--- config.mk ---
export PLATFORM = sky130hd
export DESIGN_NAME = game_report_tx
export DESIGN_NICKNAME = d
export VERILOG_FILES = /design/src/rtl/game_report_tx.sv
export SDC_FILE = /design/constraint.sdc
export NUM_CORES = 1
export LEC_CHECK = 0
export BUFFER_PORTS_ARGS = -buffer_cell sky130_fd_sc_hd__buf_2
export CAP_MARGIN = 20
export CORE_AREA = 2 2 59 61
export DETAILED_ROUTE_END_ITERATION = 6
export DIE_AREA = 0 0 61 63
export PLACE_DENSITY = 0.78
export SLEW_MARGIN = 20
export SYNTH_ARGS = -nofsm -noshare
export SYNTH_HDL_FRONTEND = slang
export SYNTH_SLANG_ARGS = --single-unit
--- constraint.sdc ---
create_clock -name clk -period 2.2 [get_ports clk]
set_input_delay 0.22 -clock clk [delete_from_list [all_inputs] [get_ports clk]]
set_output_delay 0.22 -clock clk [all_outputs]
set_load 0.05 [all_outputs]
--- src/rtl/game_report_tx.sv ---
// Serialises a 13-byte "L:x R:x W:x\r\n" result line to the UART TX on each rising edge of show.
// Optional stall abort is built only when GAME_REPORT_TIMEOUT_EN is defined.
//
//  state  | meaning
//  IDLE   | waiting for a show rising edge
//  SEND   | offering byte[idx] to the UART until accepted
//  DONE   | one-cycle done pulse, then back to IDLE
module game_report_tx #(
   parameter int unsigned TIMEOUT_CYCLES = 27_000_000
) (
   input  logic       clk,
   input  logic       rst,
   input  logic       show,
   input  logic [3:0] hand,
   input  logic [1:0] score,
   output logic [7:0] tx_data,
   output logic       tx_data_valid,
   input  logic       tx_ready,
   output logic       busy,
   output logic       done,
   output logic       timeout
);

   typedef enum logic [1:0] {S_IDLE, S_SEND, S_DONE} state_t;

   if (TIMEOUT_CYCLES < 2) begin : g_param_check
      $error("game_report_tx: TIMEOUT_CYCLES must be at least 2");
   end

   state_t     state_q, state_d;
   logic [3:0] idx_q, idx_d;
   logic       show_q;
   logic [3:0] hand_q, hand_d;
   logic [1:0] score_q, score_d;
   logic [7:0] tx_data_q, tx_data_d;
   logic       tx_valid_q, tx_valid_d;
   logic       trigger;

`ifdef GAME_REPORT_TIMEOUT_EN
   localparam int unsigned CW = (TIMEOUT_CYCLES > 2) ? $clog2(TIMEOUT_CYCLES) : 1;
   localparam logic [CW-1:0] STALL_LOAD = CW'(TIMEOUT_CYCLES - 1);
   logic [CW-1:0] stall_q, stall_d;
   logic          timeout_q, timeout_d;
`endif

   function automatic logic [7:0] hand_code(input logic [1:0] h);
      case (h)
         2'd0:    hand_code = 8'h53;
         2'd1:    hand_code = 8'h52;
         2'd2:    hand_code = 8'h50;
         default: hand_code = 8'h3F;
      endcase
   endfunction

   function automatic logic [7:0] win_code(input logic [1:0] s);
      case (s)
         2'b10:   win_code = 8'h4C;
         2'b11:   win_code = 8'h52;
         default: win_code = 8'h44;
      endcase
   endfunction

   function automatic logic [7:0] msg_byte(input logic [3:0] i, input logic [3:0] h,
                                           input logic [1:0] s);
      case (i)
         4'd0:    msg_byte = 8'h4C;
         4'd1:    msg_byte = 8'h3A;
         4'd2:    msg_byte = hand_code(h[1:0]);
         4'd3:    msg_byte = 8'h20;
         4'd4:    msg_byte = 8'h52;
         4'd5:    msg_byte = 8'h3A;
         4'd6:    msg_byte = hand_code(h[3:2]);
         4'd7:    msg_byte = 8'h20;
         4'd8:    msg_byte = 8'h57;
         4'd9:    msg_byte = 8'h3A;
         4'd10:   msg_byte = win_code(s);
         4'd11:   msg_byte = 8'h0D;
         4'd12:   msg_byte = 8'h0A;
         default: msg_byte = 8'h00;
      endcase
   endfunction

   assign trigger = show & ~show_q;

   always_comb begin
      state_d    = state_q;
      idx_d      = idx_q;
      hand_d     = hand_q;
      score_d    = score_q;
      tx_data_d  = tx_data_q;
      tx_valid_d = tx_valid_q;
`ifdef GAME_REPORT_TIMEOUT_EN
      stall_d    = stall_q;
      timeout_d  = 1'b0;
`endif
      case (state_q)
         S_IDLE: begin
            if (trigger) begin
               state_d    = S_SEND;
               idx_d      = 4'd0;
               hand_d     = hand;
               score_d    = score;
               tx_valid_d = 1'b1;
               // Captured fields are not visible until the next cycle; byte 0 is a constant anyway.
               tx_data_d  = 8'h4C;
`ifdef GAME_REPORT_TIMEOUT_EN
               stall_d    = STALL_LOAD;
`endif
            end
         end
         S_SEND: begin
            if (tx_valid_q && tx_ready) begin
`ifdef GAME_REPORT_TIMEOUT_EN
               stall_d = STALL_LOAD;
`endif
               if (idx_q == 4'd12) begin
                  state_d    = S_DONE;
                  tx_valid_d = 1'b0;
               end else begin
                  idx_d     = idx_q + 4'd1;
                  tx_data_d = msg_byte(idx_q + 4'd1, hand_q, score_q);
               end
            end
`ifdef GAME_REPORT_TIMEOUT_EN
            else if (stall_q == '0) begin
               state_d    = S_IDLE;
               tx_valid_d = 1'b0;
               timeout_d  = 1'b1;
            end else begin
               stall_d = stall_q - CW'(1);
            end
`endif
         end
         S_DONE: state_d = S_IDLE;
         default: begin
            state_d    = S_IDLE;
            tx_valid_d = 1'b0;
         end
      endcase
   end

   always_ff @(posedge clk) begin
      if (rst) begin
         state_q    <= S_IDLE;
         idx_q      <= 4'd0;
         show_q     <= 1'b1;
         hand_q     <= 4'd0;
         score_q    <= 2'd0;
         tx_data_q  <= 8'h00;
         tx_valid_q <= 1'b0;
`ifdef GAME_REPORT_TIMEOUT_EN
         stall_q    <= '0;
         timeout_q  <= 1'b0;
`endif
      end else begin
         state_q    <= state_d;
         idx_q      <= idx_d;
         show_q     <= show;
         hand_q     <= hand_d;
         score_q    <= score_d;
         tx_data_q  <= tx_data_d;
         tx_valid_q <= tx_valid_d;
`ifdef GAME_REPORT_TIMEOUT_EN
         stall_q    <= stall_d;
         timeout_q  <= timeout_d;
`endif
      end
   end

   assign tx_data       = tx_data_q;
   assign tx_data_valid = tx_valid_q;
   assign busy          = (state_q != S_IDLE);
   assign done          = (state_q == S_DONE);
`ifdef GAME_REPORT_TIMEOUT_EN
   assign timeout       = timeout_q;
`else
   assign timeout       = 1'b0;
`endif

endmodule
=== Word level (Yosys, flattened, before mapping) ===
Cells that the tools add are included.

* Output and inout port bits: 12
* Input bits: 10
* Bits in registers: 22
* Word-level logic and storage cells: 69

* Mux-type cells: 20
* Bitwise gates (word level): 3
* Equality and inequality tests: 25
* Reduce and logical (&&, ||, !) cells: 13
* Add/subtract/negate cells: 1

{| class="wikitable"
|+ Operators with widths
! cell !! number
|-
| one-hot mux 7 bit (10 select lines) || 1
|-
| one-hot mux 7 bit (3 select lines) || 2
|-
| equality test 4 bit (second input constant) || 6
|-
| 2-to-1 mux 8 bit || 3
|-
| equality test 4 x 3 -> 1 bit (second input constant) || 4
|-
| one-hot mux 8 bit (2 select lines) || 1
|-
| 2-to-1 mux 4 bit || 3
|-
| equality test 2 bit (second input constant) || 5
|-
| one-hot mux 5 bit (2 select lines) || 1
|-
| equality test 4 x 2 -> 1 bit (second input constant) || 2
|-
| != test 2 bit (second input constant) || 4
|-
| one-hot mux 4 bit (2 select lines) || 1
|-
| AND reduction 4 bit || 2
|-
| equality test 2 x 1 -> 1 bit (second input constant) || 3
|-
| zero test 2 bit || 3
|-
| 2-to-1 mux 2 bit || 3
|-
| adder 4 x 1 -> 4 bit (second input constant) || 1
|-
| equality test 4 x 1 -> 1 bit (second input constant) || 1
|-
| zero test 4 bit || 1
|-
| one-hot mux 2 bit (2 select lines) || 1
|-
| nonzero test 2 bit || 2
|-
| 2-to-1 mux 1 bit || 3
|-
| one-hot mux 1 bit (3 select lines) || 1
|-
| AND reduction 3 bit || 1
|-
| other kinds (6) || 7
|}

=== Longest topological paths before layout ===
Gate-level depths: netlist of run 1.

* Depth after elaboration: 7
* Mapped depth: 9
* Gate-level depth less buffers: 7

=== Worst setup path before layout of run 1 ===
No wires, ideal clock.

* Path kind: register -> register
* From: register idx_q[0]
* To: register tx_data_q[0], in the netlist tx_data[0]
* Arrival: 1.827 ns
* Data required time: 2.075 ns
* Period minus slack after synthesis: 1.952 ns
* Setup time: 0.125 ns
* Stages on the path, launching flop included: 8
* Path slack: 0.248 ns
* Cells stage by stage: dfxtp_1 > buf_2 > inv_1 > ha_1 > or2_2 > or3_2 > o2111ai_1 > o21ai_1

* Longest elaborated chain between the ends: 7

{| class="wikitable"
|+ RTL lines
! element !! line !! RTL
|-
| from (decl) || 31 || <nowiki>logic [3:0] idx_q, idx_d;</nowiki>
|-
| from (signal assigned) || 157 || <nowiki>idx_q <= idx_d;</nowiki>
|-
| adder 4 x 1 -> 4 bit || 121 || <nowiki>tx_data_d = msg_byte(idx_q + 4'd1, hand_q, score_q);</nowiki>
|-
| equality test 4 bit (tied with other cells) || 65 || <nowiki>case (i)</nowiki>
|-
| OR reduction 3 bit (no source line) or OR reduction 2 bit (tied branches) || - ||
|-
| one-hot mux 7 bit (10 select lines) || 65 ||
|-
| 2-to-1 mux 8 bit || 116 || <nowiki>if (idx_q == 4'd12) begin</nowiki>
|-
| 2-to-1 mux 8 bit || 112 || <nowiki>if (tx_valid_q && tx_ready) begin</nowiki>
|-
| one-hot mux 8 bit (2 select lines) || 96 || <nowiki>case (state_q)</nowiki>
|-
| to (signal assigned) || 161 || <nowiki>tx_data_q <= tx_data_d;</nowiki>
|-
| to (decl) || 35 || <nowiki>logic [7:0] tx_data_q, tx_data_d;</nowiki>
|}

Parallel ways exist; a longest one is shown, timed or not. The select of a mux whose other input is x is not followed.
A chain may end at the register's enable or synchronous reset.

=== Worst setup path after layout of run 1 ===
* From: register idx_q[0]
* To: register tx_data_q[5], in the netlist tx_data[5]

Same word-level chain as after synthesis.

==> results.ini, run 1 <==
[status]
status=completed

[sta]
fmax_ghz=0.509
rsz0062_at_grt=false
layout_setup_ws_ns=0.234
finalSetupViolations=0
slew_viol_final=0
hold_violations=0
setup_tns_ns=0
period_share=0.893
min_period_ns=1.97
worst_hold_slack_ns=0.107
fin_skew_ns=0.00252

[setup_path]
r2r_cells=6
rr_endpoint=tx_data[5]
startpoint=idx_q[0]
cp_max_fo=8
end_kind=flop
crit_path_end=tx_data[5]
required_ns=2.39
crit_type=reg -> reg
r2r_slack_ns=0.23
worst_setup_path_start_kind=flop
r2r-start=idx_q[0]
arrival_ns=2.16

[clocking]
postCtsHoldBufs=0
cts_sinks=21
cts_made_buffers=3
cts-root-buf=clkbuf_4
clk_pin_slew_ns=0.11
clk_path_buf_depth=2
clock_latency_ns=0.30
htree_levels=1
cts_tree=built

[logic_synthesis]
ys_ff_latch=21
ys.flop_type=dfxtp_1
yosysMostFrequentCell=nor2_1
seq_area_frac_synth=0.277
synth_top_area_frac=0.277
synth_edf_count=0
synthCells=180
synth.avg_cell_area_um2=8.45
synth_top_area_cell=dfxtp_1
ys_types=55
ys_top_cells_by_area=dfxtp_1 28%, ha_1 7.4%, nor2_1 5.9%
netlist_area_mm2=0.00152
yosys-top-cells-count=24 x nor2_1, 21 x dfxtp_1, 16 x a21oi_1
async_flop_share=0
yosysWarnings=0

[power_and_ir_drop]
irDropWorstVdd_mv=0.352
power-per-cell-area_mw_per_mm2=418
p_leak_nw=0.679

[route]
final_antenna_net_count=0
wl_per_cell_um=13.8
wl_met1_mm=1.55
first_iter_violations=44
top_layer_used=met4
dr_wl_met3_um=244
wl_met2_mm=1.57
drc=0
num_vias=1354
via_per_inst=5.48
drt_wl_total_mm=3.41
dr.pass1.iters=4

[cells_and_area]
drive_gt1_frac=0.249
final_util=0.515
fillers=310
insertedDiodeCount=0
nets=221
fin_cells=247
area_growth_pct=9.47

[global_route]
grt_pass1_vias=1280
grt_antenna_before_repair=0
grt_overflow=0
grtUsageTotal=0.189
grt_max_degree=23
grt_pass1_wl_mm=5.62

[floorplan]
row_count=21
core_area_mm2=0.00323
initial_core_util=0.470
dieArea_mm2=0.00384
die_w_um=61
ios=22
die_h_um=63

[place]
dpl_worst_slack_ns=0.160
dp_cells=243
gp_congestion=0.961
detailed_place_hpwl_mm=2.60
portBuffers=19

[min_path]
hold_path.class=in -> reg

[run]
max_cap_violations=0

-- power breakdown --
group / switching [mW] / internal, mW / total [mW]
registers: 0.00974 / 0.393 / 0.403
clock network: 0.115 / 0.0707 / 0.185
logic: 0.0707 / 0.0357 / 0.106
-- layer usage --
metal  up-vias  global-route usage
li1        686                   -
met1       607               0.251
met2        55               0.305
met3         6              0.0373
met4         0              0.0516
met5         -                   0
-- worst max-delay path: stages, from the launching register on --
cell and delay [ns]:
dfxtp_2 0.42, inv_1 0.08, ha_1 0.28, or2_2 0.34, or3_2 0.44, o2111ai_1 0.19
o21ai_1 0.12
-- cells in the final DEF, fill, tap and decap left out, types with 5 or more instances in the layout --
master     n
nand3b_1   5
inv_1      9
a21oi_1   16
ha_1       9
dfxtp_1   20
nor2_1    24
mux2i_1    6
buf_4     11
nand2_1    9
buf_2     19
-- per-stage QoR --
| stage | power [mW] | instance area, um^2 |
|---|---|---|
| floorplan | 0.493 | 1520 |
| global placement | 0.516 | 1640 |
| detailed placement | 0.518 | 1640 |
| CTS | 0.699 | 1660 |
| global route | 0.724 | 1660 |
| finish | 0.695 | 1660 |
-- cells by family (layout without fill, tap and decap cells) --
kind of cell | Yosys count | in the layout | share of synthesized area
muxes | 7 | 7 | 0.0469
DFF | 21 | 21 | 0.277
buffers and inverters | 23 | 43 | 0.103
other | 1 | 2 | 0.00247
adders and majority gates | 9 | 9 | 0.0741
xor gates and xnor gates | 2 | 2 | 0.0239
and+or+nand+nor | 68 | 68 | 0.244
AOI/OAI and AO/OA | 49 | 49 | 0.229
-- layout make-up --
class	count	area, um^2	area share
clock buffer	4	26.3	0.0158
inverter	9	33.8	0.0203
multi-input combinational	137	947	0.569
sequential	21	422	0.253
tap	46	57.6	0.0346
timing repair buffer	30	178	0.107
-- flip-flops by register name, summed over array words and instances, names as in the netlist --
register and flops:
idx_q 4, tx_data 7, hand_q 4, score_q 2, state_q 2, show_q 1
tx_data_valid 1
-- worst min-delay path by stage --
| stage | start | cells past startpoint | endpoint |
|---|---|---|---|
| 2_1_floorplan | show | 1 | show_q |
| 3_3_place_gp | show | 2 | show_q |
| 3_5_place_dp | show | 2 | show_q |
| 4_1_cts | show | 2 | show_q |
| 5_1_grt | show | 2 | show_q |
| 6_report | show | 2 | show_q |
-- what timing repair did --
item	4_1_cts	5_1_grt
buffers inserted	0	0
resized for setup	0	1
setup endpoints to repair	0	1
No activity file was read; power rests on OpenSTA's default activity.
==> run 2: changes to the inputs <==
--- a/config.mk
+++ b/config.mk
@@ -5,12 +5,13 @@
 export SDC_FILE = /design/constraint.sdc
 export NUM_CORES = 1
 export LEC_CHECK = 0
+export ABC_AREA = 1
 export BUFFER_PORTS_ARGS = -buffer_cell sky130_fd_sc_hd__buf_2
 export CAP_MARGIN = 20
-export CORE_AREA = 2 2 59 61
+export CORE_AREA = 2 2 58 60
 export DETAILED_ROUTE_END_ITERATION = 6
-export DIE_AREA = 0 0 61 63
-export PLACE_DENSITY = 0.78
+export DIE_AREA = 0 0 60 62
+export PLACE_DENSITY = 0.69
 export SLEW_MARGIN = 20
 export SYNTH_ARGS = -nofsm -noshare
 export SYNTH_HDL_FRONTEND = slang
==> results.ini, run 2 <==
[status]
status=completed  ; unchanged

[route]
drc=0  ; unchanged
final_antenna_net_count=0  ; unchanged
first_iter_violations=21  ; was 44
num_vias=1141  ; was 1,354
dr_wl_met3_um=105  ; was 244 um
wl_per_cell_um=10.3  ; was 13.8 um
wl_met1_mm=1.21  ; was 1.55 mm
dr.pass1.iters=4  ; unchanged
wl_met2_mm=1.18  ; was 1.57 mm
via_per_inst=4.62  ; was 5.48
top_layer_used=met4  ; unchanged
drt_wl_total_mm=2.54  ; was 3.41 mm

[cells_and_area]
insertedDiodeCount=0  ; unchanged
largest_register_ffs=7  ; unchanged
final_cell_mix=44 x nand2_1, 24 x inv_1, 21 x nor2_1, 21 x dfxtp_1, 19 x buf_2  ; was 24 x nor2_1, 20 x dfxtp_1, 19 x buf_2
final_common_cell=nand2_1  ; was nor2_1
area_growth_pct=14.4  ; was 9.47%
fin_cells=247  ; unchanged
drive_gt1_frac=0.159  ; was 0.249
nets=221  ; unchanged

[min_path]
hold_end=show_q  ; unchanged
hold_depth=3  ; was 2
hold_path.class=in -> reg  ; unchanged
hp-start=show  ; unchanged

[logic_synthesis]
synth_top_area_cell=dfxtp_1  ; unchanged
yosys-top-cells-count=44 x nand2_1, 24 x inv_1, 21 x dfxtp_1, 21 x nor2_1, 15 x nand3_1  ; was 24 x nor2_1, 21 x dfxtp_1, 16 x a21oi_1
synth.avg_cell_area_um2=6.72  ; was 8.45 um^2
netlist_area_mm2=0.00120  ; was 0.00152 mm^2
ys.flop_type=dfxtp_1  ; unchanged
ys_types=20  ; was 55
ys_ff_latch=21  ; unchanged
yosysWarnings=0  ; unchanged
yosysMostFrequentCell=nand2_1  ; was nor2_1
seq_area_frac_synth=0.350  ; was 0.277
async_flop_share=0  ; unchanged
synthCells=179  ; was 180
synth_top_area_frac=0.350  ; was 0.277
synth_edf_count=0  ; unchanged
ys_top_cells_by_area=dfxtp_1 35%, nand2_1 14%, ha_1 9.4%  ; was dfxtp_1 28%, ha_1 7.4%, nor2_1 5.9%

[setup_path]
rr_endpoint=tx_data[6]  ; was tx_data[5]
end_kind=flop  ; unchanged
required_ns=2.41  ; was 2.39 ns
r2r_slack_ns=0.28  ; was 0.23 ns
cp_max_fo=9  ; was 8
r2r_cells=8  ; was 6
r2r-start=idx_q[0]  ; unchanged
worst_setup_path_start_kind=flop  ; unchanged
crit_type=reg -> reg  ; unchanged
arrival_ns=2.12  ; was 2.16 ns

[clocking]
cts_made_buffers=3  ; unchanged
clock_latency_ns=0.31  ; was 0.30 ns
post_cts_buffers=0  ; unchanged
htree_levels=1  ; unchanged
cts-root-buf=clkbuf_4  ; unchanged
cts_resized=0  ; unchanged
clk_pin_slew_ns=0.12  ; was 0.11 ns
postCtsHoldBufs=0  ; unchanged
cts_sinks=21  ; unchanged
clk_path_buf_depth=2  ; unchanged
cts_tree=built  ; unchanged

[floorplan]
die_w_um=60  ; was 61 um
dieArea_mm2=0.00372  ; was 0.00384 mm^2
ios=22  ; unchanged
initial_core_util=0.378  ; was 0.470
core_area_mm2=0.00318  ; was 0.00323 mm^2
row_count=21  ; unchanged
die_h_um=62  ; was 63 um

[sta]
slew_viol_final=0  ; unchanged
fmax_ghz=0.522  ; was 0.509 GHz
fin_skew_ns=0.0126  ; was 0.00252 ns
finalSetupViolations=0  ; unchanged
rsz0062_at_grt=false  ; unchanged
min_period_ns=1.92  ; was 1.97 ns
hold_violations=0  ; unchanged
setup_tns_ns=0  ; unchanged
period_share=0.871  ; was 0.893

[global_route]
grt_antenna_before_repair=0  ; unchanged
grt_overflow=0  ; unchanged
grt_pass1_wl_mm=4.16  ; was 5.62 mm
grt_pass1_vias=962  ; was 1,280
grtUsageTotal=0.149  ; was 0.189
grt_max_degree=13  ; was 23

[run]
max_cap_violations=0  ; unchanged

[power_and_ir_drop]
power-per-cell-area_mw_per_mm2=819  ; was 418 mW/mm^2
irDropWorstVdd_mv=0.491  ; was 0.352 mV
p_leak_nw=0.668  ; was 0.679 nW

[place]
dp_cells=243  ; unchanged
detailed_place_hpwl_mm=2.01  ; was 2.60 mm
portBuffers=19  ; unchanged
gp_congestion=0.824  ; was 0.961

[run 2: cell families (layout without fill, tap and decap cells)]
family,after synthesis,in the layout,synth area share
DFF,21,21,0.350
buffers and inverters,30,51,0.0999
and+or+nand+nor,89,89,0.316
AOI/OAI and AO/OA,28,28,0.124
other,1,2,0.00312
xor gates and xnor gates,1,1,0.0135
adders and majority gates,9,9,0.0937
[run 2: power by group]
part	internal, mW	leakage, nW	switching (mW)
clock network	0.0679	0.0177	0.118
logic	0.122	0.478	0.325
registers	0.448	0.172	0.0453
total	0.638	0.668	0.489
[run 2: worst max path at each step]
stage / from / to / slack (ns) / cells past startpoint
2_1_floorplan: idx_q[0] / tx_data[2] / 0.64 / 9
3_3_place_gp: idx_q[0] / tx_data[6] / 0.33 / 8
3_5_place_dp: idx_q[0] / tx_data[6] / 0.35 / 8
4_1_cts: idx_q[0] / tx_data[6] / 0.30 / 8
5_1_grt: idx_q[0] / tx_data[6] / 0.09 / 8
6_report: idx_q[0] / tx_data[6] / 0.28 / 8
[run 2: layout make-up]
| cell class | count | area [um^2] |
|---|---|---|
| Tap cell | 46 | 57.6 |
| Timing Repair Buffer | 20 | 103 |
| Inverter | 27 | 101 |
| Sequential cell | 21 | 420 |
| Multi-Input combinational cell | 129 | 666 |
| Fill cell | 350 | 1800 |
| Clock buffer | 3 | 22.5 |
| Clock inverter | 1 | 5.00 |
[run 2: stage by stage]
step	power [mW]	cell area, um^2	hold WS, ns	setup slack, ns	utilization
global route	1.21	1380	0.102	0.0897	0.433
CTS	1.14	1380	0.0771	0.299	0.433
floorplan	0.841	1210	0.313	0.640	-
detailed placement	0.949	1350	0.412	0.345	0.424
finish	1.13	1380	0.0829	0.283	0.433
global placement	0.951	1350	0.405	0.333	0.424
[run 2: routing by layer]
metal | vias to the layer above | global-route usage
met1 | 495 | 0.194
met5 | - | 0
met3 | 6 | 0.0248
li1 | 611 | -
met2 | 29 | 0.244
met4 | 0 | 0.0698
[run 2: critical path, stage by stage, from the launching register on]
cell and delay [ns]:
dfxtp_1 0.51, inv_1 0.11, ha_1 0.24, nand3_1 0.13
nand2_1 0.09, nor2_1 0.38, nand4_1 0.18, o211ai_1 0.12
inv_1 0.05
==> run 3: changes to the inputs <==
--- a/config.mk
+++ b/config.mk
@@ -8,9 +8,10 @@
 export ABC_AREA = 1
 export BUFFER_PORTS_ARGS = -buffer_cell sky130_fd_sc_hd__buf_2
 export CAP_MARGIN = 20
-export CORE_AREA = 2 2 58 60
+export CORE_AREA = 4 4 60 62
+export CTS_BUF_LIST = sky130_fd_sc_hd__clkbuf_2
 export DETAILED_ROUTE_END_ITERATION = 6
-export DIE_AREA = 0 0 60 62
+export DIE_AREA = 0 0 64 66
 export PLACE_DENSITY = 0.69
 export SLEW_MARGIN = 20
 export SYNTH_ARGS = -nofsm -noshare
==> results.ini, run 3 (synthesis gave the netlist of run 2 again) <==
[clocking]
cts_sinks=21  ; unchanged
cts_made_buffers=3  ; unchanged
clk_pin_slew_ns=0.20  ; was 0.12 ns
cts-root-buf=clkbuf_2  ; was clkbuf_4
post_cts_buffers=0  ; unchanged
cts_resized=0  ; unchanged
clock_latency_ns=0.32  ; was 0.31 ns
cts_tree=built  ; unchanged
htree_levels=1  ; unchanged
postCtsHoldBufs=0  ; unchanged
clk_path_buf_depth=2  ; unchanged

[place]
gp_congestion=0.890  ; was 0.824
dp_cells=241  ; was 243
detailed_place_hpwl_mm=2.08  ; was 2.01 mm
portBuffers=19  ; unchanged
dpl_cell_area_mm2=0.00135  ; about the same
dpl_worst_slack_ns=0.323  ; was 0.345 ns

[global_route]
grt_antenna_before_repair=0  ; unchanged
grt_overflow=0  ; unchanged
grt_max_degree=13  ; unchanged
grtUsageTotal=0.138  ; was 0.149
grt_pass1_vias=1107  ; was 962
grt_pass1_wl_mm=4.62  ; was 4.16 mm

[route]
drt_wl_total_mm=2.63  ; was 2.54 mm
wl_per_cell_um=10.7  ; was 10.3 um
drc=0  ; unchanged
first_iter_violations=29  ; was 21
final_antenna_net_count=0  ; unchanged
via_per_inst=4.65  ; was 4.62
dr.pass1.iters=4  ; unchanged
num_vias=1140  ; was 1,141

[setup_path]
arrival_ns=2.16  ; was 2.12 ns
slowest_delay_ns=0.53  ; was 0.51 ns
crit_family=simple AND/OR/NAND/NOR gates  ; unchanged
cp_max_fo=9  ; unchanged
startpoint=idx_q[0]  ; unchanged
crit_chain=inv_1, ha_1, nand3_1, nand2_1, nor2_1, nand4_1, o211ai_1, inv_1  ; unchanged
required_ns=2.45  ; was 2.41 ns
r2r-start=idx_q[0]  ; unchanged
cpMaxStageDelayCell=dfxtp_1  ; unchanged
worst_setup_path_start_kind=flop  ; unchanged
end_kind=flop  ; unchanged
critPathBufInv=2  ; unchanged
r2r_slack_ns=0.29  ; was 0.28 ns
cpMostUsedCell=inv_1  ; unchanged
crit_type=reg -> reg  ; unchanged

[cells_and_area]
nets=221  ; unchanged
largest_register_ffs=7  ; unchanged
final_cell_mix=44 x nand2_1, 24 x inv_1, 21 x nor2_1, 21 x dfxtp_1, 19 x buf_2  ; unchanged
fin_cells=245  ; was 247
final_common_cell=nand2_1  ; unchanged
insertedDiodeCount=0  ; unchanged
drive_gt1_frac=0.159  ; unchanged
area_growth_pct=13.5  ; was 14.4%
final_util=0.451  ; was 0.433
finalInstanceArea_mm2=0.00137  ; was 0.00138 mm^2

[floorplan]
ios=22  ; unchanged
die_w_um=64  ; was 60 um
die_h_um=66  ; was 62 um
row_count=20  ; was 21
core_area_mm2=0.00303  ; was 0.00318 mm^2
initial_core_util=0.397  ; was 0.378
dieArea_mm2=0.00422  ; was 0.00372 mm^2

[sta]
hold_violations=0  ; unchanged
period_share=0.867  ; was 0.871
rsz0062_at_grt=false  ; unchanged
min_period_ns=1.91  ; was 1.92 ns
fmax_ghz=0.524  ; was 0.522 GHz
worst_hold_slack_ns=0.0663  ; was 0.0829 ns
fin_skew_ns=0.00420  ; was 0.0126 ns
finalSetupViolations=0  ; unchanged
layout_setup_ws_ns=0.292  ; was 0.283 ns
slew_viol_final=0  ; unchanged
setup_tns_ns=0  ; unchanged

[power_and_ir_drop]
finalPower_mw=1.10  ; was 1.13 mW
power-per-cell-area_mw_per_mm2=809  ; was 819 mW/mm^2
irDropWorstVdd_mv=0.609  ; was 0.491 mV
p_leak_nw=0.666  ; was 0.668 nW

[min_path]
hp-start=show  ; unchanged
hold_path.class=in -> reg  ; unchanged

[run]
max_cap_violations=0  ; unchanged

[status]
status=completed  ; unchanged

[run 3: cell counts in the layout (fill, tap and decap cells not counted)]
Identical to the previous run, type by type.
[run 3: per-layer routing]
| metal | share of wire | vias up | global-route usage |
|---|---|---|---|
| met2 | 0.47 | 19 | 0.252 |
| met5 | 0 | - | 0 |
| met1 | 0.48 | 504 | 0.160 |
| li1 | - | 613 | - |
| met4 | 0.012 | 0 | 0.0539 |
| met3 | 0.036 | 4 | 0.0221 |
[run 3: worst min-delay path: stages]
cell	delay, ns
buf_2	0.08
inv_1	0.04
nand2_1	0.04
[run 3: power by group]
group          internal [mW]  switching, mW
combinational          0.122          0.327
sequential             0.448         0.0466
clock                 0.0412          0.120
[run 3: final timing paths]
path,to,cells after the start
hold / removal,show_q,3
setup / recovery,tx_data[6],8
hold reg to reg,tx_data[0],2
setup reg to reg,tx_data[6],8
[run 3: cell type report]
type                       count  area [um^2]
clock inverter                 1         5.00
inverter                      27          101
multi-input combinational    129          666
clock buffer                   3         15.0
tap                           44         55.1
timing repair buffer          20          103
fill                         337         1660
sequential                    21          420
